[src/rtl/hazard_fwd_unit_if.sv]
// Bundle between the D/E/M/W pipeline registers and the hazard/forwarding unit.
// The unit itself connects through the slave modport; the pipeline datapath connects through the master modport.
interface hazard_fwd_unit_if;
  logic [4:0]  D_rs;
  logic [4:0]  D_rt;
  logic [1:0]  D_tuse_rs;
  logic [1:0]  D_tuse_rt;
  logic        D_we;
  logic [4:0]  D_wa;
  logic [1:0]  D_tnew;
  logic [31:0] D_grf_rd1;
  logic [31:0] D_grf_rd2;
  logic [31:0] E_rd1;
  logic [31:0] E_rd2;
  logic [31:0] E_fwd_src;
  logic [31:0] M_fwd_src;
  logic [31:0] W_fwd_src;
  logic        stall;
  logic [31:0] D_rs_val;
  logic [31:0] D_rt_val;
  logic [31:0] E_rs_val;
  logic [31:0] E_rt_val;
  logic [31:0] stall_cnt;

  modport master (
    output D_rs, D_rt, D_tuse_rs, D_tuse_rt, D_we, D_wa, D_tnew,
    output D_grf_rd1, D_grf_rd2, E_rd1, E_rd2, E_fwd_src, M_fwd_src, W_fwd_src,
    input  stall, D_rs_val, D_rt_val, E_rs_val, E_rt_val, stall_cnt
  );

  modport slave (
    input  D_rs, D_rt, D_tuse_rs, D_tuse_rt, D_we, D_wa, D_tnew,
    input  D_grf_rd1, D_grf_rd2, E_rd1, E_rd2, E_fwd_src, M_fwd_src, W_fwd_src,
    output stall, D_rs_val, D_rt_val, E_rs_val, E_rt_val, stall_cnt
  );
endinterface

[src/rtl/hazard_fwd_unit.sv]
// Central hazard unit of the five-stage MIPS pipeline: Tnew/Tuse stall detection
// plus operand forwarding for the D-stage branch compare and the E-stage ALU inputs.
module hazard_fwd_unit (
  input  logic            clk,
  input  logic            reset,
  hazard_fwd_unit_if.slave bus
);
  localparam int DATA_W = 32;

  typedef struct packed {
    logic       vld;
    logic [4:0] addr;
    logic [1:0] tnew;
  } sb_rec_t;

  localparam sb_rec_t REC_NONE = '0;

  // Scoreboard: _p0 = E stage, _p1 = M stage, _p2 = W stage
  sb_rec_t             sb_e_p0;
  sb_rec_t             sb_m_p1;
  sb_rec_t             sb_w_p2;
  logic [4:0]          esrc_rs_p0;
  logic [4:0]          esrc_rt_p0;
  logic [DATA_W-1:0]   stall_cnt_q;
  logic                stall;

  function automatic logic [1:0] tnew_dec(input logic [1:0] t);
    return (t == 2'd0) ? 2'd0 : t - 2'd1;
  endfunction

  // A record written to $0 never produces a value anyone can consume.
  function automatic logic rec_hit(input sb_rec_t rec, input logic [4:0] r);
    return rec.vld && (rec.addr != 5'd0) && (rec.addr == r);
  endfunction

  function automatic logic opnd_stall(input logic [4:0] r, input logic [1:0] tuse,
                                      input sb_rec_t se, input sb_rec_t sm);
    return (tuse != 2'd3) && (r != 5'd0) &&
           ((rec_hit(se, r) && (se.tnew > tuse)) || (rec_hit(sm, r) && (sm.tnew > tuse)));
  endfunction

  // Youngest match decides; a match whose value is not ready yet blocks older stages.
  function automatic logic [DATA_W-1:0] fwd_sel(input logic [4:0] r,
                                                input sb_rec_t se, input sb_rec_t sm,
                                                input sb_rec_t sw,
                                                input logic [DATA_W-1:0] e_src,
                                                input logic [DATA_W-1:0] m_src,
                                                input logic [DATA_W-1:0] w_src,
                                                input logic [DATA_W-1:0] fallback);
    if (rec_hit(se, r))      return (se.tnew == 2'd0) ? e_src : fallback;
    else if (rec_hit(sm, r)) return (sm.tnew == 2'd0) ? m_src : fallback;
    else if (rec_hit(sw, r)) return (sw.tnew == 2'd0) ? w_src : fallback;
    else                     return fallback;
  endfunction

  assign stall = opnd_stall(bus.D_rs, bus.D_tuse_rs, sb_e_p0, sb_m_p1) |
                 opnd_stall(bus.D_rt, bus.D_tuse_rt, sb_e_p0, sb_m_p1);

  assign bus.stall     = stall;
  assign bus.stall_cnt = stall_cnt_q;

  assign bus.D_rs_val = fwd_sel(bus.D_rs, sb_e_p0, sb_m_p1, sb_w_p2,
                                bus.E_fwd_src, bus.M_fwd_src, bus.W_fwd_src, bus.D_grf_rd1);
  assign bus.D_rt_val = fwd_sel(bus.D_rt, sb_e_p0, sb_m_p1, sb_w_p2,
                                bus.E_fwd_src, bus.M_fwd_src, bus.W_fwd_src, bus.D_grf_rd2);

  // The E-stage operand cannot take its own result, so the E record is masked out.
  assign bus.E_rs_val = fwd_sel(esrc_rs_p0, REC_NONE, sb_m_p1, sb_w_p2,
                                bus.E_fwd_src, bus.M_fwd_src, bus.W_fwd_src, bus.E_rd1);
  assign bus.E_rt_val = fwd_sel(esrc_rt_p0, REC_NONE, sb_m_p1, sb_w_p2,
                                bus.E_fwd_src, bus.M_fwd_src, bus.W_fwd_src, bus.E_rd2);

  always_ff @(posedge clk) begin
    if (reset) begin
      sb_e_p0     <= REC_NONE;
      sb_m_p1     <= REC_NONE;
      sb_w_p2     <= REC_NONE;
      esrc_rs_p0  <= 5'd0;
      esrc_rt_p0  <= 5'd0;
      stall_cnt_q <= '0;
    end else begin
      sb_w_p2 <= {sb_m_p1.vld, sb_m_p1.addr, tnew_dec(sb_m_p1.tnew)};
      sb_m_p1 <= {sb_e_p0.vld, sb_e_p0.addr, tnew_dec(sb_e_p0.tnew)};
      if (stall) begin
        sb_e_p0     <= REC_NONE;
        esrc_rs_p0  <= 5'd0;
        esrc_rt_p0  <= 5'd0;
        stall_cnt_q <= stall_cnt_q + 32'd1;
      end else begin
        sb_e_p0     <= {bus.D_we, bus.D_wa, bus.D_tnew};
        esrc_rs_p0  <= bus.D_rs;
        esrc_rt_p0  <= bus.D_rt;
      end
    end
  end
endmodule

[src/flat_wrapper.sv]
// flat-port wrapper written by rule: the top's interface ports become plain ports
module hazard_fwd_unit_flat 
  (clk, reset, bus_D_rs, bus_D_rt, bus_D_tuse_rs, bus_D_tuse_rt, bus_D_we, bus_D_wa, bus_D_tnew, bus_D_grf_rd1, bus_D_grf_rd2, bus_E_rd1, bus_E_rd2, bus_E_fwd_src, bus_M_fwd_src, bus_W_fwd_src, bus_stall, bus_D_rs_val, bus_D_rt_val, bus_E_rs_val, bus_E_rt_val, bus_stall_cnt);
  hazard_fwd_unit_if bus_i ();
  input  logic clk;
  input  logic reset;
  input wire logic [$bits(bus_i.D_rs)-1:0] bus_D_rs;
  input wire logic [$bits(bus_i.D_rt)-1:0] bus_D_rt;
  input wire logic [$bits(bus_i.D_tuse_rs)-1:0] bus_D_tuse_rs;
  input wire logic [$bits(bus_i.D_tuse_rt)-1:0] bus_D_tuse_rt;
  input wire logic [$bits(bus_i.D_we)-1:0] bus_D_we;
  input wire logic [$bits(bus_i.D_wa)-1:0] bus_D_wa;
  input wire logic [$bits(bus_i.D_tnew)-1:0] bus_D_tnew;
  input wire logic [$bits(bus_i.D_grf_rd1)-1:0] bus_D_grf_rd1;
  input wire logic [$bits(bus_i.D_grf_rd2)-1:0] bus_D_grf_rd2;
  input wire logic [$bits(bus_i.E_rd1)-1:0] bus_E_rd1;
  input wire logic [$bits(bus_i.E_rd2)-1:0] bus_E_rd2;
  input wire logic [$bits(bus_i.E_fwd_src)-1:0] bus_E_fwd_src;
  input wire logic [$bits(bus_i.M_fwd_src)-1:0] bus_M_fwd_src;
  input wire logic [$bits(bus_i.W_fwd_src)-1:0] bus_W_fwd_src;
  output wire logic [$bits(bus_i.stall)-1:0] bus_stall;
  output wire logic [$bits(bus_i.D_rs_val)-1:0] bus_D_rs_val;
  output wire logic [$bits(bus_i.D_rt_val)-1:0] bus_D_rt_val;
  output wire logic [$bits(bus_i.E_rs_val)-1:0] bus_E_rs_val;
  output wire logic [$bits(bus_i.E_rt_val)-1:0] bus_E_rt_val;
  output wire logic [$bits(bus_i.stall_cnt)-1:0] bus_stall_cnt;
  assign bus_i.D_rs = bus_D_rs;
  assign bus_i.D_rt = bus_D_rt;
  assign bus_i.D_tuse_rs = bus_D_tuse_rs;
  assign bus_i.D_tuse_rt = bus_D_tuse_rt;
  assign bus_i.D_we = bus_D_we;
  assign bus_i.D_wa = bus_D_wa;
  assign bus_i.D_tnew = bus_D_tnew;
  assign bus_i.D_grf_rd1 = bus_D_grf_rd1;
  assign bus_i.D_grf_rd2 = bus_D_grf_rd2;
  assign bus_i.E_rd1 = bus_E_rd1;
  assign bus_i.E_rd2 = bus_E_rd2;
  assign bus_i.E_fwd_src = bus_E_fwd_src;
  assign bus_i.M_fwd_src = bus_M_fwd_src;
  assign bus_i.W_fwd_src = bus_W_fwd_src;
  assign bus_stall = bus_i.stall;
  assign bus_D_rs_val = bus_i.D_rs_val;
  assign bus_D_rt_val = bus_i.D_rt_val;
  assign bus_E_rs_val = bus_i.E_rs_val;
  assign bus_E_rt_val = bus_i.E_rt_val;
  assign bus_stall_cnt = bus_i.stall_cnt;
  hazard_fwd_unit u_core (.clk(clk), .reset(reset), .bus(bus_i));
endmodule
[config.mk]
export PLATFORM = sky130hd
export DESIGN_NAME = hazard_fwd_unit_flat
export DESIGN_NICKNAME = d
export VERILOG_FILES = /design/src/rtl/hazard_fwd_unit_if.sv /design/src/rtl/hazard_fwd_unit.sv /design/src/flat_wrapper.sv
export SDC_FILE = /design/constraint.sdc
export NUM_CORES = 1
export LEC_CHECK = 0
export CORE_MARGIN = 3
export CORE_UTILIZATION = 25
export DETAILED_ROUTE_END_ITERATION = 12
export GPL_TIMING_DRIVEN = 0
export PLACE_DENSITY = 0.66
export SLEW_MARGIN = 30
export SYNTH_ARGS = -nofsm -noshare
export SYNTH_HDL_FRONTEND = slang
export SYNTH_SLANG_ARGS = --single-unit
[constraint.sdc]
create_clock -name clk -period 7.2 [get_ports clk]
set_clock_uncertainty 0.15 [all_clocks]
set_input_delay 1.08 -clock clk [delete_from_list [all_inputs] [get_ports clk]]
set_output_delay 1.08 -clock clk [all_outputs]
set_load 0.03 [all_outputs]
==> impl_metrics.toml, run 1 <==
[power_and_ir_drop]
power_density_nw_per_um2 = 119.1
p_leak_nw = 4.642
power_mw = 1.441
worst_ir_drop_vdd_uv = 78.34

[cts]
postCtsHoldBufs = 0
cts-root-to-sink-buffers = 2
cts_htree_levels = 3
cts.sinks = 66
ctsResizeCount = 0
post_cts_buffers = 0
clk_latency_ns = 0.34
cts_tree = "built"
clkTransAtPathRegs_ns = 0.06
cts_root_buffer = "clkbuf_16"
cts_buffers = 9

[timing]
final_max_slew_viol_count = 0
final_hold_viol_count = 0
final.min_clock_period_ns = 6.038
slew_headroom = 0.3179
worst_slack_ns = 1.162
rsz0062_at_grt = "no"
tightest_slew_ns = 1.023
setup-tns-final_ns = 0
fmax_ghz = 0.1656
setup_violations = 0
holdWs_ns = 0.2723
finalCritPeriodShare = 0.8386

[placement]
pre_cts_ws_ns = 1.148
dpl_cell_area_um2 = 11760
gp_congestion = 0.8934
portBuffers = 407
hpwlAfterDp_um = 31020

[logic_synthesis]
synth-edff-count = 0
avgSynthCellArea_um2 = 7.875
syn_nets = 1171
synth_cells = 912
synth_top_area_cell = "dfxtp_1"
async_reset_ff_frac = 0
synth_area_leaders = "dfxtp_1 (18%), mux2i_1 (8.9%), a221oi_1 (7.8%)"
synth.distinct_cells = 50
ys_seq_elements = 66
yosysTopAreaCellShare = 0.1840
netlist_area_um2 = 7182
ys.flop_type = "dfxtp_1"
yosys_warnings = 0
ys_seq_area_frac = 0.1840

[global_routing]
antenna_found_initial = 5
overflow = 0
grt_util_all_layers = 0.2388
grt_max_degree = 13
grt_pass1_vias = 9138
grt_pass1_wl_um = 57600

[die]
chipHeight_um = 175.5
dieArea_um2 = 30800
start_util = 0.2564
die_x_um = 175.5
io_pins = 409
rows = 61
core_um2 = 28010

[route]
drt_iter0_markers = 835
drc = 0
ant_nets = 0
routedWlPerCell_um = 22.82
dr.pass1.iters = 6
num_vias = 9216
vias_per_cell = 5.371
routed_wl_um = 39160

[cells_and_area]
mostFrequentLayoutCell = "clkdlybuf4s50_1"
drive_above_1_share = 0.07779
area_growth_pct = 68.48
fin_nets = 1591
finalInstanceArea_um2 = 12100
final_cell_mix = "clkdlybuf4s50_1 (407), nand2_1 (73), dfxtp_1 (66)"

[critical_path]
critical_path_class = "in -> out"
slowest_stage = "clkdlybuf4s50_1"
cp-end-kind = "primary output"
worst_ep_required_time_ns = 5.97
path_cells = "clkdlybuf4s50_1 > xnor2_1 > nand3_1 > nor4_2 > clkbuf_1 > clkbuf_1 > a221oi_1 > a22oi_1 > clkdlybuf4s50_1"
crit_fanout = 10
start_kind = "primary input"
crit_path_max_incr_delay_ns = 0.73
crit_arrival_ns = 4.81

[min_path]
hold_class = "reg -> reg"

[run_status]
run_status = "complete, no violations"

[flow_run]
maxCapViolations = 0
[registers in the layout, indices dropped and copies added, names as in the netlist]
signal	flops
u_core.sb_e_p0	8
u_core.bus.stall_cnt	32
u_core.sb_m_p1	8
u_core.sb_w_p2	8
u_core.esrc_rt_p0	5
u_core.esrc_rs_p0	5
[power by group]
group	total [mW]	switching [mW]	internal (mW)	leakage (nW)
combinational	0.544	0.270	0.274	3.94
clock	0.516	0.177	0.340	0.159
sequential	0.381	0.00668	0.375	0.539
[synth_stat cells, types with 5 or more instances]
cell type / count
a21oi_2: 18
ha_1: 11
o22ai_1: 32
xnor2_1: 32
nor2b_1: 42
inv_1: 43
nand3_1: 22
dfxtp_1: 66
nand2_1: 73
clkbuf_1: 55
buf_6: 7
nand4_1: 15
mux2_1: 8
nor2_1: 35
xor2_1: 18
a21oi_1: 41
a221oi_1: 64
nor3b_1: 18
a22oi_1: 64
nor3_1: 8
a211oi_1: 5
or4_1: 8
o21ai_1: 7
buf_2: 23
mux2i_1: 64
o22a_1: 32
mux2_4: 18
and3_1: 10
o21a_1: 32
[worst max-delay path, delay by kind of cell]
kind | cells | cell delay, ns
xor gates and xnor gates | 1 | 0.16
AOI/OAI and AO/OA | 2 | 0.43
and+or+nand+nor | 2 | 0.57
buffers and inverters | 4 | 2.55
[area by class of cell]
type	count	area [µm²]
multi-input cells	713	5285
inverters	43	161.4
diodes	1	2.502
clock buffers	10	229.0
well taps	378	473.0
clock inverters	6	113.9
flip-flops and latches	66	1321
plain buffers	90	427.9
fillers	2834	15910
repair buffers	409	4086
[cells by family after synthesis]
kind of cell / synth area share
muxes: 0.1456
and+or+nand+nor: 0.1838
xor gates and xnor gates: 0.06098
AOI/OAI and AO/OA: 0.3246
DFF: 0.1840
adders and majority gates: 0.01916
buffers and inverters: 0.08188
[stage by stage]
stage,instances,utilization
after detailed placement,1699,0.4197
after global routing,1716,0.4320
final,1716,0.4320
after global placement,1697,0.4187
after floorplan,912,-
after CTS,1715,0.4319
[worst paths after layout]
check / from / end / slack [ns] / depth (start not counted)
worst max-delay path: bus_D_rs[0] / bus_D_rs_val[26] / 1.16 / 9
worst min-delay path: u_core.sb_m_p1[0] / u_core.sb_w_p2[0] / 0.27 / 1
worst max register to register: u_core.sb_m_p1[5] / u_core.bus.stall_cnt[29] / 4.53 / 9
worst min register to register: u_core.sb_m_p1[0] / u_core.sb_w_p2[0] / 0.27 / 1
[metal layers]
| metal | vias up | share of wire | track usage | routed length (µm) |
|---|---|---|---|---|
| met5 | - | 0.0015 | 0 | 57 |
| met4 | 8 | 0.016 | 0.04322 | 623 |
| met3 | 48 | 0.074 | 0.05166 | 2881 |
| met2 | 405 | 0.50 | 0.4294 | 19550 |
| met1 | 4466 | 0.41 | 0.2957 | 16040 |
| li1 | 4289 | - | - | - |
No activity file was read; power rests on OpenSTA's default activity.
==> inputs of run 2 (changes only) <==
PLACE_DENSITY = 0.68   (was 0.66)
clock period = 4.8 ns   (was 7.2 ns; I/O delays follow)
==> run 2 against run 1 <==
- die area unchanged
- critical path depth is the same
- core utilization increased by 0.59 points
- first-iteration DRC count rose by 11%
- final cell count rose by 0.17%
- combinational power increased by 49%
- register-to-register slack worse by 2.5 ns
- worst hold slack improved by 0.0061 ns
==> impl_metrics.toml, run 2 (synthesized netlist as in run 1, its figures left out) <==
[critical_path]
r2r-start = "u_core.sb_m_p1[5]"
critPathLaunch = "bus_D_rs[0]"
critical_path_class = "in -> out"
start_kind = "primary input"
crit_fanout = 10
worst_ep_required_time_ns = 3.93
cp_common_cell = "clkdlybuf4s50_1"
crit_family = "buffers and inverters"
cp-end-kind = "primary output"
crit_path_max_incr_delay_ns = 0.72
path_buf_inv = 3
slowest_stage = "clkdlybuf4s50_1"
crit_arrival_ns = 3.81
path_cells = "clkdlybuf4s50_1 > xnor2_1 > nand3_1 > or4_1 > nor2_4 > buf_2 > a221oi_1 > a22oi_1 > clkdlybuf4s50_1"

[cells_and_area]
final_cell_mix = "clkdlybuf4s50_1 (352), nand2_1 (73), dfxtp_1 (66)"
mostFrequentLayoutCell = "clkdlybuf4s50_1"
largest_register_ffs = 32
drive_above_1_share = 0.08962
fin_nets = 1593
area_growth_pct = 70.78
fin_util = 0.4379

[timing]
final_max_slew_viol_count = 0
fmax_ghz = 0.2136
tightest_slew_ns = 0.9343
holdWs_ns = 0.2783
worst_slack_ns = 0.1180
final.min_clock_period_ns = 4.682
setup_violations = 0
final_hold_viol_count = 0
finalCritPeriodShare = 0.9754
setup-tns-final_ns = 0
slew_headroom = 0.3771

[cts]
cts-root-to-sink-buffers = 2
clkTransAtPathRegs_ns = 0.05
cts.sinks = 66
cts_tree = "built"
clk_latency_ns = 0.34
cts_buffers = 9
cts_root_buffer = "clkbuf_16"
cts_htree_levels = 3

[power_and_ir_drop]
power_mw = 2.144
power_density_nw_per_um2 = 174.8
worst_ir_drop_vdd_uv = 166.6
p_leak_nw = 5.150

[min_path]
min_from = "u_core.sb_e_p0[0]"
hold_class = "reg -> reg"

[die]
start_util = 0.2564
die_x_um = 175.5
dieArea_um2 = 30800
rows = 61
core_um2 = 28010
chipHeight_um = 175.5
io_pins = 409

[route]
routedWlPerCell_um = 23.41
dr.pass1.iters = 5
routed_wl_um = 40240
ant_nets = 0
vias_per_cell = 5.485
num_vias = 9428
drt_iter0_markers = 928
drc = 0

[placement]
portBuffers = 407
pre_cts_ws_ns = -0.6508
hpwlAfterDp_um = 31950
gp_congestion = 0.9212

[global_routing]
overflow = 0
grt_util_all_layers = 0.2436
grt_max_degree = 13
grt_pass1_wl_um = 58530
grt_pass1_vias = 9387
antenna_found_initial = 8

[run_status]
run_status = "complete, no violations"

[flow_run]
maxCapViolations = 0
## run 2: cell count changes in the layout (fill, tap and decap cells not counted), sizes merged
cell	change
buf	+2
clkinv	+2
dlymetal6s2s	+47
dlygate4sd2	+8
diode	+1
clkinvlp	-2
clkdlybuf4s50	-55
## run 2: through the flow
| stage | area (µm²) | instances |
|---|---|---|
| 6_report | 12270 | 1719 |
| 5_1_grt | 12270 | 1719 |
| 4_1_cts | 12120 | 1715 |
| 3_5_place_dp | 11760 | 1699 |
| 3_3_place_gp | 11730 | 1697 |
| 2_1_floorplan | 7182 | 912 |
## run 2: cell type report
class                           count  area [µm²]
Inverter                           43       161.4
Multi-Input combinational cell    713        5306
Tap cell                          378       473.0
Timing Repair Buffer              411        4212
Antenna cell                        2       5.005
Fill cell                        2803       15750
Buffer                             90       445.4
Sequential cell                    66        1321
Clock inverter                      6       112.6
Clock buffer                       10       229.0
## run 2: layer usage
layer  up-vias  share of wire  track usage
li1       4302              -            -
met5         -         0.0022            0
met3        87          0.083      0.06226
met1      4541           0.40       0.2914
met2       486           0.49       0.4302
met4        12          0.030      0.07060
## run 2: where the power goes
part	total, mW	switching, mW	internal (mW)
clock network	0.760	0.251	0.509
registers	0.572	0.0101	0.562
logic	0.813	0.407	0.405
## run 2: worst paths after layout
| path | to | slack [ns] | cells after the start |
|---|---|---|---|
| max reg2reg | u_core.bus.stall_cnt[7] | 2.07 | 8 |
| min | u_core.sb_m_p1[0] | 0.28 | 1 |
| min reg2reg | u_core.sb_m_p1[0] | 0.28 | 1 |
| max | bus_D_rs_val[17] | 0.12 | 9 |
## run 2: what timing repair did
action,CTS,global route
resized for setup,21,56
hold buffers,0,0
endpoints found under the setup margin,64,51
buffers inserted,0,2
==> inputs of run 3 (changes only) <==
GPL_ROUTABILITY_DRIVEN = 0   (was default)
SETUP_SLACK_MARGIN = 0.15   (was default)
==> run 3 against run 2 <==
- worst setup slack improved by 0.15 ns
- design area fell by 1.6%
- sequential power is essentially flat
- first-iteration DRC count rose by 2.7%
- via count down 0.35%
- non-clock buffer count did not move
- worst hold slack got worse by 0.011 ns
- maximum frequency grew 3.3%
- sequential cell count unchanged
- final cell count about the same
==> impl_metrics.toml, run 3 (synthesized netlist as in run 1, its figures left out) <==
[run_status]
run_status = "complete, no violations"

[placement]
numPlacedInstances = 1699
pre_cts_ws_ns = -0.6222
hpwlAfterDp_um = 31370
portBuffers = 407

[cts]
clk_latency_ns = 0.34
cts.sinks = 66
cts_htree_levels = 3
cts-root-to-sink-buffers = 2
clkTransAtPathRegs_ns = 0.06
cts_buffers = 9
cts_root_buffer = "clkbuf_16"
cts_tree = "built"

[global_routing]
grt_pass1_wl_um = 56950
grt_util_met2 = 0.4135
grt_max_degree = 14
grt_util_all_layers = 0.2365
use_met3 = 0.05383
overflow = 0
gr-usage-met1 = 0.2881
grt_pass1_vias = 9254
top_usage_layer = "met2"
antenna_found_initial = 9

[critical_path]
start_kind = "flop"
r2r-start = "u_core.sb_m_p1[4]"
path_cells = "buf_2 > or4_4 > o21ai_4 > or4_1 > or2_1 > buf_2 > and2_1 > buf_2 > buf_6 > a21oi_1 > clkdlybuf4s50_1"
critical_path_class = "reg -> out"
crit_family = "buffers and inverters"
reg2regPathDepth = 8
worst_ep_required_time_ns = 3.93
rrSetupSlack_ns = 1.94
path_buf_inv = 5
crit_path_max_incr_delay_ns = 0.74
reg2reg_to = "u_core.bus.stall_cnt[16]"
slowest_stage = "clkdlybuf4s50_1"
crit_arrival_ns = 3.66
crit_fanout = 10
cp_common_cell = "buf_2"
cp-end-kind = "primary output"

[power_and_ir_drop]
power_density_nw_per_um2 = 170.3
p_leak_nw = 4.792
power.switching_mw = 0.6809
power_frac_comb = 0.387
power_mw = 2.055
worst_ir_drop_vdd_uv = 137.0
sw_frac_of_total = 0.3313
seqPwrFrac = 0.278
p_int_mw = 1.374
clkPwrFrac = 0.335

[die]
chipHeight_um = 175.5
dieArea_um2 = 30800
io_pins = 409
core_um2 = 28010
die_x_um = 175.5
start_util = 0.2564
rows = 61

[cells_and_area]
drive_above_1_share = 0.09335
nFillCells = 2808
largest_register_ffs = 32
fin_nets = 1593
mostFrequentLayoutCell = "clkdlybuf4s50_1"
instances_no_fill = 1718
area_growth_pct = 67.98
final_cell_mix = "clkdlybuf4s50_1 (345), nand2_1 (72), dfxtp_1 (66)"

[timing]
setup-tns-final_ns = 0
slew_headroom = 0.3861
setup_violations = 0
final_hold_viol_count = 0
finalCritPeriodShare = 0.9441
final_max_slew_viol_count = 0
final.min_clock_period_ns = 4.532
fmax_ghz = 0.2207
worst_slack_ns = 0.2683
rsz0062_at_grt = "no"
tightest_slew_ns = 0.9209

[route]
dr.pass1.iters = 5
num_vias = 9395
routed_wl_um = 39280
drc = 0
routedWlPerCell_um = 22.86
vias_per_cell = 5.469
drt_iter0_markers = 953
ant_nets = 0

[min_path]
hold_depth = 1
min_from = "u_core.sb_m_p1[0]"
hold_class = "reg -> reg"
worstHoldEndpoint = "u_core.sb_w_p2[0]"

[flow_run]
maxCapViolations = 0
## run 3: through the flow
step                hold WS (ns)  utilization  area [µm²]
finish                    0.2671       0.4307       12060
global route              0.3052       0.4307       12060
CTS                       0.2734       0.4299       12040
detailed placement        0.2628       0.4197       11760
global placement          0.2642       0.4187       11730
floorplan                 0.2475            -        7182
## run 3: final cells by class
cell class,instances,area (µm²),area share
multi-input cells,713,5303,0.4395
repair buffers,411,4031,0.3342
flip-flops and latches,66,1321,0.1095
well taps,378,473.0,0.03920
plain buffers,90,460.4,0.03817
clock buffers,10,239.0,0.01981
inverters,43,161.4,0.01338
clock inverters,6,72.57,0.006015
diodes,1,2.502,0.0002074
## run 3: how the worst max path moves through the flow
| stage | startpoint | end | slack, ns | cells past startpoint |
|---|---|---|---|---|
| 3_5_place_dp | bus_D_rs[0] | bus_D_rs_val[29] | -0.62 | 9 |
| 6_report | u_core.sb_m_p1[4] | bus_E_rt_val[23] | 0.27 | 11 |
| 2_1_floorplan | bus_D_rs[2] | bus_D_rs_val[23] | 1.41 | 7 |
| 4_1_cts | bus_D_rs[0] | bus_D_rs_val[0] | 0.18 | 8 |
| 5_1_grt | u_core.sb_m_p1[4] | bus_E_rt_val[23] | 0.18 | 11 |
| 3_3_place_gp | bus_D_rs[0] | bus_D_rs_val[29] | -0.76 | 8 |
## run 3: per-layer routing
layer | vias to the layer above | share of wire
met5 | - | 0.0029
met2 | 504 | 0.48
met3 | 102 | 0.087
li1 | 4302 | -
met4 | 16 | 0.031
met1 | 4471 | 0.39
## run 3: worst reg2reg max path: stages (launching register included)
cell and delay (ns):
dfxtp_1 0.30, buf_2 0.22, or4_4 0.18, o21ai_4 0.09
nor3_2 0.46, a22oi_2 0.13, buf_4 0.23, a2111oi_0 0.62
mux2_1 0.37
## run 3: what timing repair did
item | CTS | global route
pin swaps | 0 | 0
gates resized for setup | 77 | 15
hold buffers | 0 | 0
endpoints found under the setup margin | 66 | 17
setup buffers | 2 | 0
## run 3: power by group through the flow
stage / combinational, mW / clock (mW) / sequential, mW
2_1_floorplan: 0.365 / 0 / 0.581
3_5_place_dp: 0.810 / 0 / 0.584
6_report: 0.794 / 0.689 / 0.572
5_1_grt: 0.836 / 0.719 / 0.574
3_3_place_gp: 0.801 / 0 / 0.584
4_1_cts: 0.792 / 0.690 / 0.572
